**src/rtl/button_event_if.sv**
```systemverilog
// rtl/button_event_if.sv - level inputs and event/held outputs for button_event
interface button_event_if #(
  parameter int NUM_BTN = 4
);
  logic [NUM_BTN-1:0] btn_level;
  logic               repeat_en;
  logic [NUM_BTN-1:0] press;
  logic [NUM_BTN-1:0] release_ev;
  logic [NUM_BTN-1:0] long_press;
  logic [NUM_BTN-1:0] repeat_ev;
  logic [NUM_BTN-1:0] held;

  modport master (
    output btn_level, repeat_en,
    input  press, release_ev, long_press, repeat_ev, held
  );

  modport slave (
    input  btn_level, repeat_en,
    output press, release_ev, long_press, repeat_ev, held
  );
endinterface

```
**src/rtl/button_event.sv**
```systemverilog
// rtl/button_event.sv - per-channel press/release/long-press/repeat pulse generator
// Each channel runs an IDLE/PRESS/HELD FSM with one shared-purpose counter; all outputs registered.
module button_event #(
  parameter int NUM_BTN       = 4,
  parameter int LONG_CYCLES   = 50000000,
  parameter int REPEAT_CYCLES = 10000000
) (
  input logic          Clk,
  input logic          Reset,
  button_event_if.slave bus
);
  localparam int MAX_CYCLES = (LONG_CYCLES > REPEAT_CYCLES) ? LONG_CYCLES : REPEAT_CYCLES;
  localparam int CW         = $clog2(MAX_CYCLES) + 1;
  localparam logic [CW-1:0] LONG_LAST   = CW'(LONG_CYCLES - 1);
  localparam logic [CW-1:0] REPEAT_LAST = CW'(REPEAT_CYCLES - 1);

  typedef enum logic [1:0] {ST_IDLE, ST_PRESS, ST_HELD} state_t;

  state_t        state_q [NUM_BTN];
  state_t        state_d [NUM_BTN];
  logic [CW-1:0] cnt_q   [NUM_BTN];
  logic [CW-1:0] cnt_d   [NUM_BTN];

  logic [NUM_BTN-1:0] press_q, release_q, long_q, repeat_q, held_q;
  logic [NUM_BTN-1:0] press_d, release_d, long_d, repeat_d, held_d;

  always_comb begin
    for (int i = 0; i < NUM_BTN; i++) begin
      state_d[i]   = state_q[i];
      cnt_d[i]     = cnt_q[i];
      press_d[i]   = 1'b0;
      release_d[i] = 1'b0;
      long_d[i]    = 1'b0;
      repeat_d[i]  = 1'b0;
      case (state_q[i])
        ST_IDLE: begin
          if (bus.btn_level[i]) begin
            state_d[i] = ST_PRESS;
            cnt_d[i]   = '0;
            press_d[i] = 1'b1;
          end
        end
        ST_PRESS: begin
          if (!bus.btn_level[i]) begin
            state_d[i]   = ST_IDLE;
            cnt_d[i]     = '0;
            release_d[i] = 1'b1;
          end else if (cnt_q[i] == LONG_LAST) begin
            state_d[i] = ST_HELD;
            cnt_d[i]   = '0;
            long_d[i]  = 1'b1;
          end else begin
            cnt_d[i] = cnt_q[i] + 1'b1;
          end
        end
        ST_HELD: begin
          // Repeat phase keeps counting even while repeat_en is low.
          if (!bus.btn_level[i]) begin
            state_d[i]   = ST_IDLE;
            cnt_d[i]     = '0;
            release_d[i] = 1'b1;
          end else if (cnt_q[i] == REPEAT_LAST) begin
            cnt_d[i]    = '0;
            repeat_d[i] = bus.repeat_en;
          end else begin
            cnt_d[i] = cnt_q[i] + 1'b1;
          end
        end
        default: begin
          state_d[i] = ST_IDLE;
          cnt_d[i]   = '0;
        end
      endcase
      held_d[i] = (state_d[i] == ST_HELD);
    end
  end

  always_ff @(posedge Clk or posedge Reset) begin
    if (Reset) begin
      for (int i = 0; i < NUM_BTN; i++) begin
        state_q[i] <= ST_IDLE;
        cnt_q[i]   <= '0;
      end
      press_q   <= '0;
      release_q <= '0;
      long_q    <= '0;
      repeat_q  <= '0;
      held_q    <= '0;
    end else begin
      for (int i = 0; i < NUM_BTN; i++) begin
        state_q[i] <= state_d[i];
        cnt_q[i]   <= cnt_d[i];
      end
      press_q   <= press_d;
      release_q <= release_d;
      long_q    <= long_d;
      repeat_q  <= repeat_d;
      held_q    <= held_d;
    end
  end

  assign bus.press      = press_q;
  assign bus.release_ev = release_q;
  assign bus.long_press = long_q;
  assign bus.repeat_ev  = repeat_q;
  assign bus.held       = held_q;
endmodule

```
**src/flat_wrapper.sv**
```systemverilog
// flat-port wrapper written by rule: the top's interface ports become plain ports
module button_event_flat 
#(
  parameter int NUM_BTN       = 4,
  parameter int LONG_CYCLES   = 50000000,
  parameter int REPEAT_CYCLES = 10000000
)
  (Clk, Reset, bus_btn_level, bus_repeat_en, bus_press, bus_release_ev, bus_long_press, bus_repeat_ev, bus_held);
  button_event_if #(.NUM_BTN(NUM_BTN)) bus_i ();
  input logic Clk;
  input logic Reset;
  input wire logic [$bits(bus_i.btn_level)-1:0] bus_btn_level;
  input wire logic [$bits(bus_i.repeat_en)-1:0] bus_repeat_en;
  output wire logic [$bits(bus_i.press)-1:0] bus_press;
  output wire logic [$bits(bus_i.release_ev)-1:0] bus_release_ev;
  output wire logic [$bits(bus_i.long_press)-1:0] bus_long_press;
  output wire logic [$bits(bus_i.repeat_ev)-1:0] bus_repeat_ev;
  output wire logic [$bits(bus_i.held)-1:0] bus_held;
  assign bus_i.btn_level = bus_btn_level;
  assign bus_i.repeat_en = bus_repeat_en;
  assign bus_press = bus_i.press;
  assign bus_release_ev = bus_i.release_ev;
  assign bus_long_press = bus_i.long_press;
  assign bus_repeat_ev = bus_i.repeat_ev;
  assign bus_held = bus_i.held;
  button_event #(.NUM_BTN(NUM_BTN), .LONG_CYCLES(LONG_CYCLES), .REPEAT_CYCLES(REPEAT_CYCLES)) u_core (.Clk(Clk), .Reset(Reset), .bus(bus_i));
endmodule
```
**config.mk**
```make
export PLATFORM = sky130hd
export DESIGN_NAME = button_event_flat
export DESIGN_NICKNAME = d
export VERILOG_FILES = /design/src/rtl/button_event_if.sv /design/src/rtl/button_event.sv /design/src/flat_wrapper.sv
export SDC_FILE = /design/constraint.sdc
export NUM_CORES = 1
export LEC_CHECK = 0
export ABC_AREA = 0
export CORE_UTILIZATION = 25
export CTS_BUF_LIST = sky130_fd_sc_hd__clkbuf_2
export CTS_CLUSTER_SIZE = 40
export DETAILED_ROUTE_END_ITERATION = 10
export GPL_TIMING_DRIVEN = 0
export PLACE_DENSITY = 0.45
export SLEW_MARGIN = 20
export SYNTH_ARGS = -nofsm -noshare
export SYNTH_HDL_FRONTEND = slang
export SYNTH_SLANG_ARGS = --single-unit
```
**constraint.sdc**
```tcl
create_clock -name Clk -period 11.63 [get_ports Clk]
set_input_delay 2.326 -clock Clk [delete_from_list [all_inputs] [get_ports Clk]]
set_output_delay 2.326 -clock Clk [all_outputs]
set_load 0.01 [all_outputs]
```
== Word-level counts from Yosys, hierarchy flattened ==
Index checks and enable logic that the tools add are counted.

* Register bits: 136
* Input port bits: 7

* Add/subtract/negate cells: 4
* Equality and inequality tests: 24
* Muxes and demuxes: 84
* Reduce and logical (&&, ||, !) cells: 8

{| class="wikitable"
|+ Operators by type and width
! kind !! count
|-
| $mux 27 || 20
|-
| $pmux 27 s3 || 4
|-
| $add 27x1->27 const B || 4
|-
| $eq 27x24->1 const B || 4
|-
| $eq 27x26->1 const B || 4
|-
| $mux 1 || 40
|-
| $mux 2 || 16
|-
| $pmux 2 s3 || 4
|-
| $eq 2x2->1 const B || 8
|-
| $eq 2x1->1 const B || 4
|-
| $logic_not 2->1 || 4
|-
| $ne 2x2->1 const B || 4
|-
| $reduce_or 2->1 || 4
|}

== Longest topological paths before layout ==
Gate-level depths: netlist (run 1).

* Word-level depth: 5
* Gate-level depth with buffers: 10

== Least setup slack after synthesis (run 1) ==
Ideal clock, no wire load.

* Path kind: input -> register
* Start: input port bus_btn_level[0]
* End: register u_core.cnt_q[91] (netlist name)
* Arrival: 3.533 ns
* Required time: 11.548 ns
* Path slack: 8.015 ns
* Cell stages on the path: 6
* Buffers on the path: 2
* Path through: nand2_1 > a21oi_1 > clkbuf_1 > clkbuf_1 > o21ai_0 > a31oi_1

* Longest elaborated chain between the ends: 2
* Elaborated cells between the ends (all ways): 4
* Those cells by class: eq/ne: 1; mux: 3

{| class="wikitable"
|+ RTL lines
! item !! line !! text
|-
| start: declaration || flat_wrapper.sv:12 || <nowiki>input wire logic [$bits(bus_i.btn_level)-1:0] bus_btn_level;</nowiki>
|-
| $mux 27 (on tied branches) || button_event.sv:58, button_event.sv:44 ||
|-
| $pmux 27 s3 || button_event.sv:35 || <nowiki>case (state_q[i])</nowiki>
|-
| end signal: indexed assignment || button_event.sv:92 || <nowiki>cnt_q[i] <= cnt_d[i];</nowiki>
|-
| end: declaration || button_event.sv:21 || <nowiki>logic [CW-1:0] cnt_q [NUM_BTN];</nowiki>
|}

Parallel ways exist; a longest one is shown, timed or not.
A chain may end at the register's enable or synchronous reset.

== Final worst setup path (run 1) ==
* Start: input port bus_btn_level[0]
* End: register u_core.cnt_q[94] (netlist name)

Same word-level chain as after synthesis.

==> results.ini, run 1 <==
[placed_design]
io_buffer_count = 26
gp_congestion = 0.791
pre_cts_slack_ns = 6.65
dpl.hpwl_mm = 13.3
place_inst = 1238
placedInstanceArea_um2 = 8220

[worst_setup_path]
critPathMaxFanout = 10
critPathArrivalTime_ns = 4.80
crit_required_ns = 12.31
worstSetupStartpointType = input pin
endpoint_kind = flop
crit_type = input pin to flop

[final_layout]
final_cells = 1272
ff_latch_area_um2 = 3400
multi_input_area_um2 = 3770
design_area_um2 = 8520
layout-drive-gt1-share_pct = 5.42
final_nets = 900
fillers = 3102
area_delta_synth_final_pct = 14.4

[clock_network]
cts-resized-gates = 0
cts.sink_count = 136
clockBufferDepth = 2
hold_buffers = 0
postCtsSetupBuffers = 0
cts_tree = yes
cts_made_buffers = 17
insertion_delay_ns = 0.74
ctsRootBufferMaster = clkbuf_2
cts.htree.levels = 4
cts.clk_slew.worst_paths_ns = 0.21

[synthesis]
synthMostInstantiatedCell = dfrtp_1
synth-seq-cells = 136
yosys_warnings = 0
synthTopCellsByCount = dfrtp_1 (136), nand2_1 (83), a31oi_1 (66)
synth_top_cell_area_share_pct = 45.7
netlist.top_cell.by_area = dfrtp_1
ys_top_cells_by_area = dfrtp_1 (46%), a31oi_1 (5.5%), nand2_1 (4.2%)
syn_area_per_cell_um2 = 9.00
synth_edf_count = 0
ys_seq_area_share_pct = 45.7
ys.flop_type = dfrtp_1
async_flop_share_pct = 100
netlist_area_um2 = 7440
synth_nets = 854
synth.distinct_cells = 56
syn_inst = 827

[pwr]
power_leakage_nw = 3.43
power.density_nw_per_um2 = 135
ir_drop_uv = 72.7

[min_path]
hold_class = flop to flop

[sta]
tns_ns = 0
fin_skew_ns = 0.0292
hold_viol_final = 0
setup_viol_count_final = 0
max_slew.worst_pin.slew_ns = 0.866
min_period_over_period_pct = 35.4
min_period_ns = 4.11
slew-limit-headroom_pct = 42.3
report.final.slew_viol_count = 0
rsz0062_at_grt = no
fmaxAchievable_ghz = 0.243
finalWorstSetupSlack_ns = 7.52

[detailed_routing]
wire_per_inst_um = 15.6
first_pass_iters = 5
routed_wl_mm = 19.8
vias_per_cell = 5.06
num_vias = 6440
drc = 0
dr.first_iter.drc_count = 448
ant_nets = 0

[flow_run]
drv_cap = 0

[floorplanning]
die_h_um = 175
core_area_um2 = 29000
num_io_pins = 27
die_width_um = 175
start_util_pct = 25.7
rows = 62
design.die.area_um2 = 30500

[global_routing]
antenna_found_initial = 2
grt_overflow = 0
grt_first_pass_wirelength_mm = 33.6
grt_max_degree = 70
grt_pass1_vias = 6271
grt_usage_pct = 13.7

[outcome]
status = finished clean

## cell type report
| type | count | area share [%] |
|---|---|---|
| Antenna cell | 2 | 0.0588 |
| Buffer | 38 | 1.89 |
| Clock buffer | 17 | 0.999 |
| Clock inverter | 15 | 2.44 |
| Inverter | 28 | 1.32 |
| Multi-Input combinational cell | 625 | 44.3 |
| Sequential cell | 136 | 40.0 |
| Tap cell | 384 | 5.64 |
| Timing Repair Buffer | 27 | 3.38 |
## critical path, stage by stage
cell	delay (ns)
clkdlybuf4s50_1	0.48
nand2_1	0.07
a21oi_1	0.61
clkbuf_1	0.48
clkbuf_1	0.45
o21ai_0	0.17
a31oi_1	0.19
## cell usage in the layout, fill, tap and decap left out, types with 3 or more instances in the layout
master / n
or3_1: 8
nand2_1: 83
inv_1: 27
nand4_1: 30
a41oi_1: 6
nor4_1: 13
and3_1: 27
nor2b_1: 10
clkbuf_1: 31
ha_1: 20
a21o_1: 9
buf_2: 3
and4_1: 9
nor3_1: 21
clkdlybuf4s50_1: 26
xor2_1: 9
a22o_1: 18
nor4b_1: 5
nand2b_1: 24
dfrtp_1: 136
a211o_1: 4
o21ai_0: 41
o41ai_1: 3
clkinv_2: 5
clkbuf_2: 17
nor3b_1: 3
xnor2_1: 10
or4_1: 4
a31oi_1: 66
and2_1: 13
o31ai_1: 3
nor2_1: 43
nand3_1: 55
a21oi_1: 61
bufinv_16: 5
## per-layer routing
metal	routed length (um)	vias to the layer above	global-route usage, %
li1	-	3176	-
met1	10100	3159	19.3
met2	8780	99	21.0
met3	719	6	3.28
met4	159	0	3.37
met5	0	-	0
## sequential cells by signal (all words and copies together), names as in the netlist
signal and flops:
u_core.bus.release_ev 4, u_core.bus.press 4, u_core.bus.long_press 4, u_core.bus.repeat_ev 4, u_core.bus.held 4, u_core.cnt_q 108
u_core.state_q 8
## per-stage QoR
| step | utilization (%) | hold WS, ns | power, W |
|---|---|---|---|
| 6_report | 29.4 | 0.485 | 0.00115 |
| 3_3_place_gp | 28.2 | 0.460 | 0.000809 |
| 2_1_floorplan | - | 0.437 | 0.000706 |
| 5_1_grt | 29.4 | 0.510 | 0.00123 |
| 3_5_place_dp | 28.3 | 0.462 | 0.000809 |
| 4_1_cts | 29.3 | 0.486 | 0.00117 |
## final timing paths
check	startpoint	to	slack, ns	depth (start not counted)
worst min register to register	u_core.cnt_q[20]	u_core.cnt_q[20]	0.49	1
max in group asynchronous	Reset	u_core.bus.repeat_ev[3]	8.90	3
worst max register to register	u_core.cnt_q[81]	u_core.cnt_q[94]	8.24	9
worst min-delay path	u_core.cnt_q[20]	u_core.cnt_q[20]	0.49	1
worst max-delay path	bus_btn_level[0]	u_core.cnt_q[94]	7.52	7
min in group asynchronous	Reset	u_core.cnt_q[83]	2.01	2
## power by group
group	switching, W	leakage (nW)	internal [W]
clock network	0.000187	0.172	0.000160
registers	0.0000204	1.88	0.000496
logic	0.000189	1.38	0.0000928
## kinds of logic after synthesis
family	share of synthesized area, %
AOI/OAI and AO/OA	19.4
xor gates and xnor gates	2.24
adders and majority gates	3.36
buffers and inverters	3.58
DFF	45.7
muxes	0.151
and+or+nand+nor	25.5
Note: power is estimated with default switching activity, not from simulation.
==> run 2: changes to the inputs <==
==> constraint.sdc (replaced) <==
create_clock -name Clk -period 4.1 [get_ports Clk]
set_input_delay 0.82 -clock Clk [delete_from_list [all_inputs] [get_ports Clk]]
set_output_delay 0.82 -clock Clk [all_outputs]
set_load 0.01 [all_outputs]
==> results.ini, run 2 (synthesis results as in run 1) <==
[clock_network]
cts.sink_count = 136  ; unchanged
cts-resized-gates = 0  ; unchanged
cts_tree = yes  ; unchanged
ctsRootBufferMaster = clkbuf_2  ; unchanged
clockBufferDepth = 2  ; unchanged
insertion_delay_ns = 0.75  ; was 0.74 ns
cts.htree.levels = 4  ; unchanged
hold_buffers = 0  ; unchanged
postCtsSetupBuffers = 0  ; unchanged
cts.clk_slew.worst_paths_ns = 0.25  ; was 0.21 ns
cts_made_buffers = 17  ; unchanged

[worst_setup_path]
max_stage_delay_ns = 0.64  ; was 0.61 ns
worstSetupStartpointType = flop  ; was input pin
crit_required_ns = 4.75  ; was 12.31 ns
cp_slowest_cell = a21oi_1  ; unchanged
crit_type = flop to flop  ; was input pin to flop
path_cells = ha_1 > and3_1 > nand2_1 > o41ai_1 > a21oi_1 > clkbuf_1 > clkbuf_1 > nand2_1 > a31oi_1  ; was clkdlybuf4s50_1 > nand2_1 > a21oi_1 > clkbuf_1 > clkbuf_1 > o21ai_0 > a31oi_1
critPathArrivalTime_ns = 4.08  ; was 4.80 ns
critPathMaxFanout = 10  ; unchanged
crit_buf_inv = 2  ; was 3
endpoint_kind = flop  ; unchanged
path_delay_family = compound AO/OA/AOI/OAI gates  ; was buffers and inverters

[final_layout]
final_nets = 904  ; was 900
layout_common_cells = dfrtp_1 (136), nand2_1 (83), a31oi_1 (66), a21oi_1 (61), nand3_1 (55)  ; unchanged
top_regs = u_core.cnt_q (108), u_core.state_q (8)  ; unchanged
largest_reg_flops = 108  ; unchanged
fillers = 3093  ; was 3102
area_delta_synth_final_pct = 14.5  ; was 14.4%
final_cells = 1275  ; was 1272
layout-drive-gt1-share_pct = 6.07  ; was 5.42%
postLayoutCoreUtil_pct = 29.4  ; about the same
top_register = u_core.cnt_q  ; unchanged
final_common_cell = dfrtp_1  ; unchanged

[detailed_routing]
first_pass_iters = 5  ; unchanged
num_vias = 6450  ; was 6440
vias_per_cell = 5.06  ; about the same
wire_per_inst_um = 15.7  ; was 15.6 um
drc = 0  ; unchanged
ant_nets = 0  ; unchanged
dr.first_iter.drc_count = 458  ; was 448
routed_wl_mm = 20.0  ; was 19.8 mm

[pwr]
ir_drop_uv = 158  ; was 72.7 uV
power_leakage_nw = 3.42  ; was 3.43 nW
power.density_nw_per_um2 = 364  ; was 135 nW/um2

[placed_design]
io_buffer_count = 26  ; unchanged
place_inst = 1242  ; was 1238
gp_congestion = 0.810  ; was 0.791
dpl.hpwl_mm = 13.7  ; was 13.3 mm

[floorplanning]
die_h_um = 175  ; unchanged
design.die.area_um2 = 30500  ; unchanged
start_util_pct = 25.7  ; unchanged
num_io_pins = 27  ; unchanged
core_area_um2 = 29000  ; unchanged
die_width_um = 175  ; unchanged
rows = 62  ; unchanged

[sta]
setup_viol_count_final = 0  ; unchanged
tns_ns = 0  ; unchanged
report.final.slew_viol_count = 0  ; unchanged
slew-limit-headroom_pct = 38.8  ; was 42.3%
min_period_over_period_pct = 83.6
rsz0062_at_grt = no  ; unchanged
fin_skew_ns = 0.0542  ; was 0.0292 ns
hold_viol_final = 0  ; unchanged
max_slew.worst_pin.slew_ns = 0.918  ; was 0.866 ns
min_period_ns = 3.43
fmaxAchievable_ghz = 0.292

[global_routing]
grt_max_degree = 31  ; was 70
antenna_found_initial = 1  ; was 2
grt_pass1_vias = 6223  ; was 6271
grt_usage_pct = 13.9  ; was 13.7%
grt_first_pass_wirelength_mm = 33.7  ; was 33.6 mm
grt_overflow = 0  ; unchanged

[outcome]
status = finished clean  ; unchanged

[min_path]
hold_class = input pin to asynchronous set/reset pin  ; was flop to flop

[flow_run]
drv_cap = 0  ; unchanged

run 2: metal layers:
metal / track usage [%] / up-vias / share of wire [%]
li1: - / 3176 / -
met3: 2.91 / 20 / 4.7
met1: 20.1 / 3101 / 51
met4: 4.71 / 0 / 1.8
met2: 20.3 / 153 / 43
met5: 0 / - / 0
run 2: path summary, 6_finish.rpt:
kind,start,end,slack [ns],depth (start not counted)
worst max-delay path,u_core.cnt_q[81],u_core.cnt_q[105],0.67,9
worst min-delay path,Reset,u_core.cnt_q[80],0.34,2
worst max register to register,u_core.cnt_q[81],u_core.cnt_q[105],0.67,9
worst min register to register,u_core.cnt_q[20],u_core.cnt_q[20],0.50,1
max in group asynchronous,Reset,u_core.cnt_q[16],2.62,6
min in group Clk,u_core.cnt_q[20],u_core.cnt_q[20],0.50,1
run 2: power by group:
group          switching, W  total [W]  internal [W]
combinational      0.000536   0.000806      0.000269
sequential        0.0000576    0.00147       0.00141
clock              0.000591   0.000826      0.000235
total               0.00118    0.00310       0.00191
run 2: layout make-up:
class	count	area, um2	share of cell area (%)
timing repair buffer	31	360	4.23
sequential	136	3400	39.9
multi-input combinational	625	3770	44.3
tap	384	480	5.64
inverter	28	109	1.28
antenna	1	2.50	0.0294
buffer	38	161	1.89
clock buffer	18	90.1	1.06
clock inverter	14	139	1.63
run 2: worst register-to-register path: stages (launching register included):
cell,delay (ns)
dfrtp_1,0.48
ha_1,0.23
and3_1,0.22
nand2_1,0.30
o41ai_1,0.16
a21oi_1,0.64
clkbuf_1,0.48
clkbuf_1,0.51
nand2_1,0.11
a31oi_1,0.20
run 2: stage by stage:
step / hold WS (ns) / setup WS, ns / instance area (um2) / total power (W)
after global routing: 0.286 / 0.346 / 8520 / 0.00331
after detailed placement: 0.469 / 0.540 / 8290 / 0.00230
after floorplan: 0.437 / 1.56 / 7450 / 0.00200
after global placement: 0.464 / 0.0830 / 8190 / 0.00229
after CTS: 0.270 / 0.667 / 8520 / 0.00315
final: 0.341 / 0.671 / 8520 / 0.00310
==> edit (config.mk and constraints of run 2) <==
`REPEAT_CYCLES` is set to 10000000 in 2 places; all go to 20000000.
--- a/src/rtl/button_event.sv
+++ b/src/rtl/button_event.sv
@@ -3,7 +3,7 @@
 module button_event #(
   parameter int NUM_BTN       = 4,
   parameter int LONG_CYCLES   = 50000000,
-  parameter int REPEAT_CYCLES = 10000000
+  parameter int REPEAT_CYCLES = 20000000
 ) (
   input logic          Clk,
   input logic          Reset,
--- a/src/flat_wrapper.sv
+++ b/src/flat_wrapper.sv
@@ -3,7 +3,7 @@
 #(
   parameter int NUM_BTN       = 4,
   parameter int LONG_CYCLES   = 50000000,
-  parameter int REPEAT_CYCLES = 10000000
+  parameter int REPEAT_CYCLES = 20000000
 )
   (Clk, Reset, bus_btn_level, bus_repeat_en, bus_press, bus_release_ev, bus_long_press, bus_repeat_ev, bus_held);
   button_event_if #(.NUM_BTN(NUM_BTN)) bus_i ();
Function: no difference found for any inputs over 4 cycles, from zero or initial values and one cycle with Reset high; that may be too few to reach the edited logic, so the function may still have changed.
==> edit against run 2 <==
Total power shrank 2.6%. Wire length grew 0.39%. Sequential cell count is the same. Area after synthesis grew 1.7%. Cell area grew 0.62%. Non-clock buffer count shrank 4. Worst setup slack gained 0.42 ns. Largest cell class unchanged. Cell count grew 0.39%.
==> edit: results (changes against run 2) <==
[outcome]
outcome=finished, final reports clean

[synthesis]
synthCells=830  ; +0.36%
muxShareOfSynthArea_pct=0.2809  ; +0.13 points
synth_area_leaders=dfrtp_1 (45%), a31oi_1 (5.5%), nand2_1 (5.0%), nand3_1 (3.9%), a21oi_1 (3.3%)
synth_compound_area_share_pct=18.70  ; -0.71 points
ys_warn_count=0  ; unchanged
synth.distinct_cells=54  ; -3.6%
netlist_top_cells_count=dfrtp_1 (136), nand2_1 (101), a31oi_1 (67)
yosys.area_share.adder_pct=3.305  ; -0.057 points
synth_xor_area_share_pct=1.966  ; -0.27 points
ys_seq_area_share_pct=44.94  ; -0.77 points
syn-num-nets=857  ; +0.35%

[critical_path]
arrival_ns=3.60  ; -0.48 ns
rr_worst_depth=9  ; unchanged
cp-endpoint=u_core.cnt_q[71]$_DFFE_PP0P_
ff2ff_setup_slack_ns=1.09  ; +0.42 ns
cp-startpoint=u_core.cnt_q[54]$_DFFE_PP0P_

[drt]
vias_per_cell=5.096  ; +0.74%
dr.first_iter.drc_count=438  ; -4.4%
wl_per_cell_um=15.67  ; about the same

[power_and_ir_drop]
p_sw_w=0.001101  ; -7.0%
power.share.clock_pct=23.0  ; -3.7 points
p_leak_nw=3.477  ; +1.7%
p_per_area_nw_per_um2=351.9  ; -3.2%
irDropWorstVdd_mv=0.1508  ; -4.3%
power_frac_seq_pct=48.7  ; +1.4 points

[cells_and_area]
nets=906  ; +0.22%
area_delta_synth_final_pct=13.22
drive_gt1_share_pct=6.299  ; +0.23 points
fillers=3131  ; +1.2%
finalNonFillerCells=1280  ; +0.39%

[clock_tree]
clk_latency_ns=0.67  ; -0.08 ns
clk_pin_slew_worst_paths_ns=0.19  ; -0.06 ns
cts-root-buf=clkbuf_2
htreeDepth=4  ; unchanged

[place]
port_buffers=26  ; unchanged
hpwl_um=14050  ; +2.3%
place_congestion=0.8154  ; +0.68%
dpl-instance-area_um2=8404  ; +1.4%
placed_cells=1250  ; +0.64%
post-place-ws_ns=0.8491  ; +0.3090 ns

[min_path]
hold_path_class=flip-flop to flip-flop

[timing]
worstMarginPinSlew_ns=0.7868  ; -0.1312 ns
finalClockSkew_ns=0.02848  ; -0.02568 ns
finalWorstSetupSlack_ns=1.088  ; +0.4176 ns

[global_routing]
track_usage_pct=13.30  ; -0.58 points
grt_pass1_vias=6055  ; -2.7%
antenna_found_initial=1  ; unchanged
grt_start_max_net_pins=32  ; +3.2%
grt_pass1_wl_um=32910  ; -2.4%

## edit: cell type report
type | instances | area share (%)
timing repair buffer | 30 | 3.970
tap | 390 | 5.692
sequential | 136 | 39.70
antenna | 1 | 0.02919
buffer | 35 | 2.102
clock inverter | 7 | 0.6567
clock buffer | 22 | 1.284
multi-input combinational | 640 | 45.69
inverter | 19 | 0.8757
## edit: how the worst min path moves through the flow
stage,end,slack [ns],cells after the start,startpoint
after floorplan,u_core.cnt_q[21]$_DFFE_PP0P_,0.46,1,u_core.cnt_q[21]$_DFFE_PP0P_
after global placement,u_core.cnt_q[21]$_DFFE_PP0P_,0.48,1,u_core.cnt_q[21]$_DFFE_PP0P_
final,u_core.cnt_q[21]$_DFFE_PP0P_,0.51,1,u_core.cnt_q[21]$_DFFE_PP0P_
after detailed placement,u_core.cnt_q[21]$_DFFE_PP0P_,0.49,1,u_core.cnt_q[21]$_DFFE_PP0P_
after global routing,u_core.cnt_q[44]$_DFFE_PP0P_,0.49,2,Reset
after CTS,u_core.cnt_q[53]$_DFFE_PP0P_,0.46,2,Reset
## edit: worst max-delay path: stages (launching register included)
cell and delay [ns]:
dfrtp_1 0.46, ha_1 0.26, and4_1 0.26, nand3_1 0.18, o31ai_1 0.14, a21oi_1 0.36, clkbuf_1 0.46, buf_1 0.51
nand2_1 0.10, a31oi_1 0.20
## edit: cell families after synthesis
family | after synthesis
xor+xnor | 17
buf+inv | 54
simple gates | 379
mux | 2
flops | 136
fa+ha+maj | 20
compound gates | 222
## edit: per-layer routing
layer	routed length (um)	vias up	track usage [%]
li1	-	3203	-
met1	9914	3197	18.37
met2	9343	109	21.28
met3	571	14	2.089
met4	226	0	3.913
met5	0	-	0
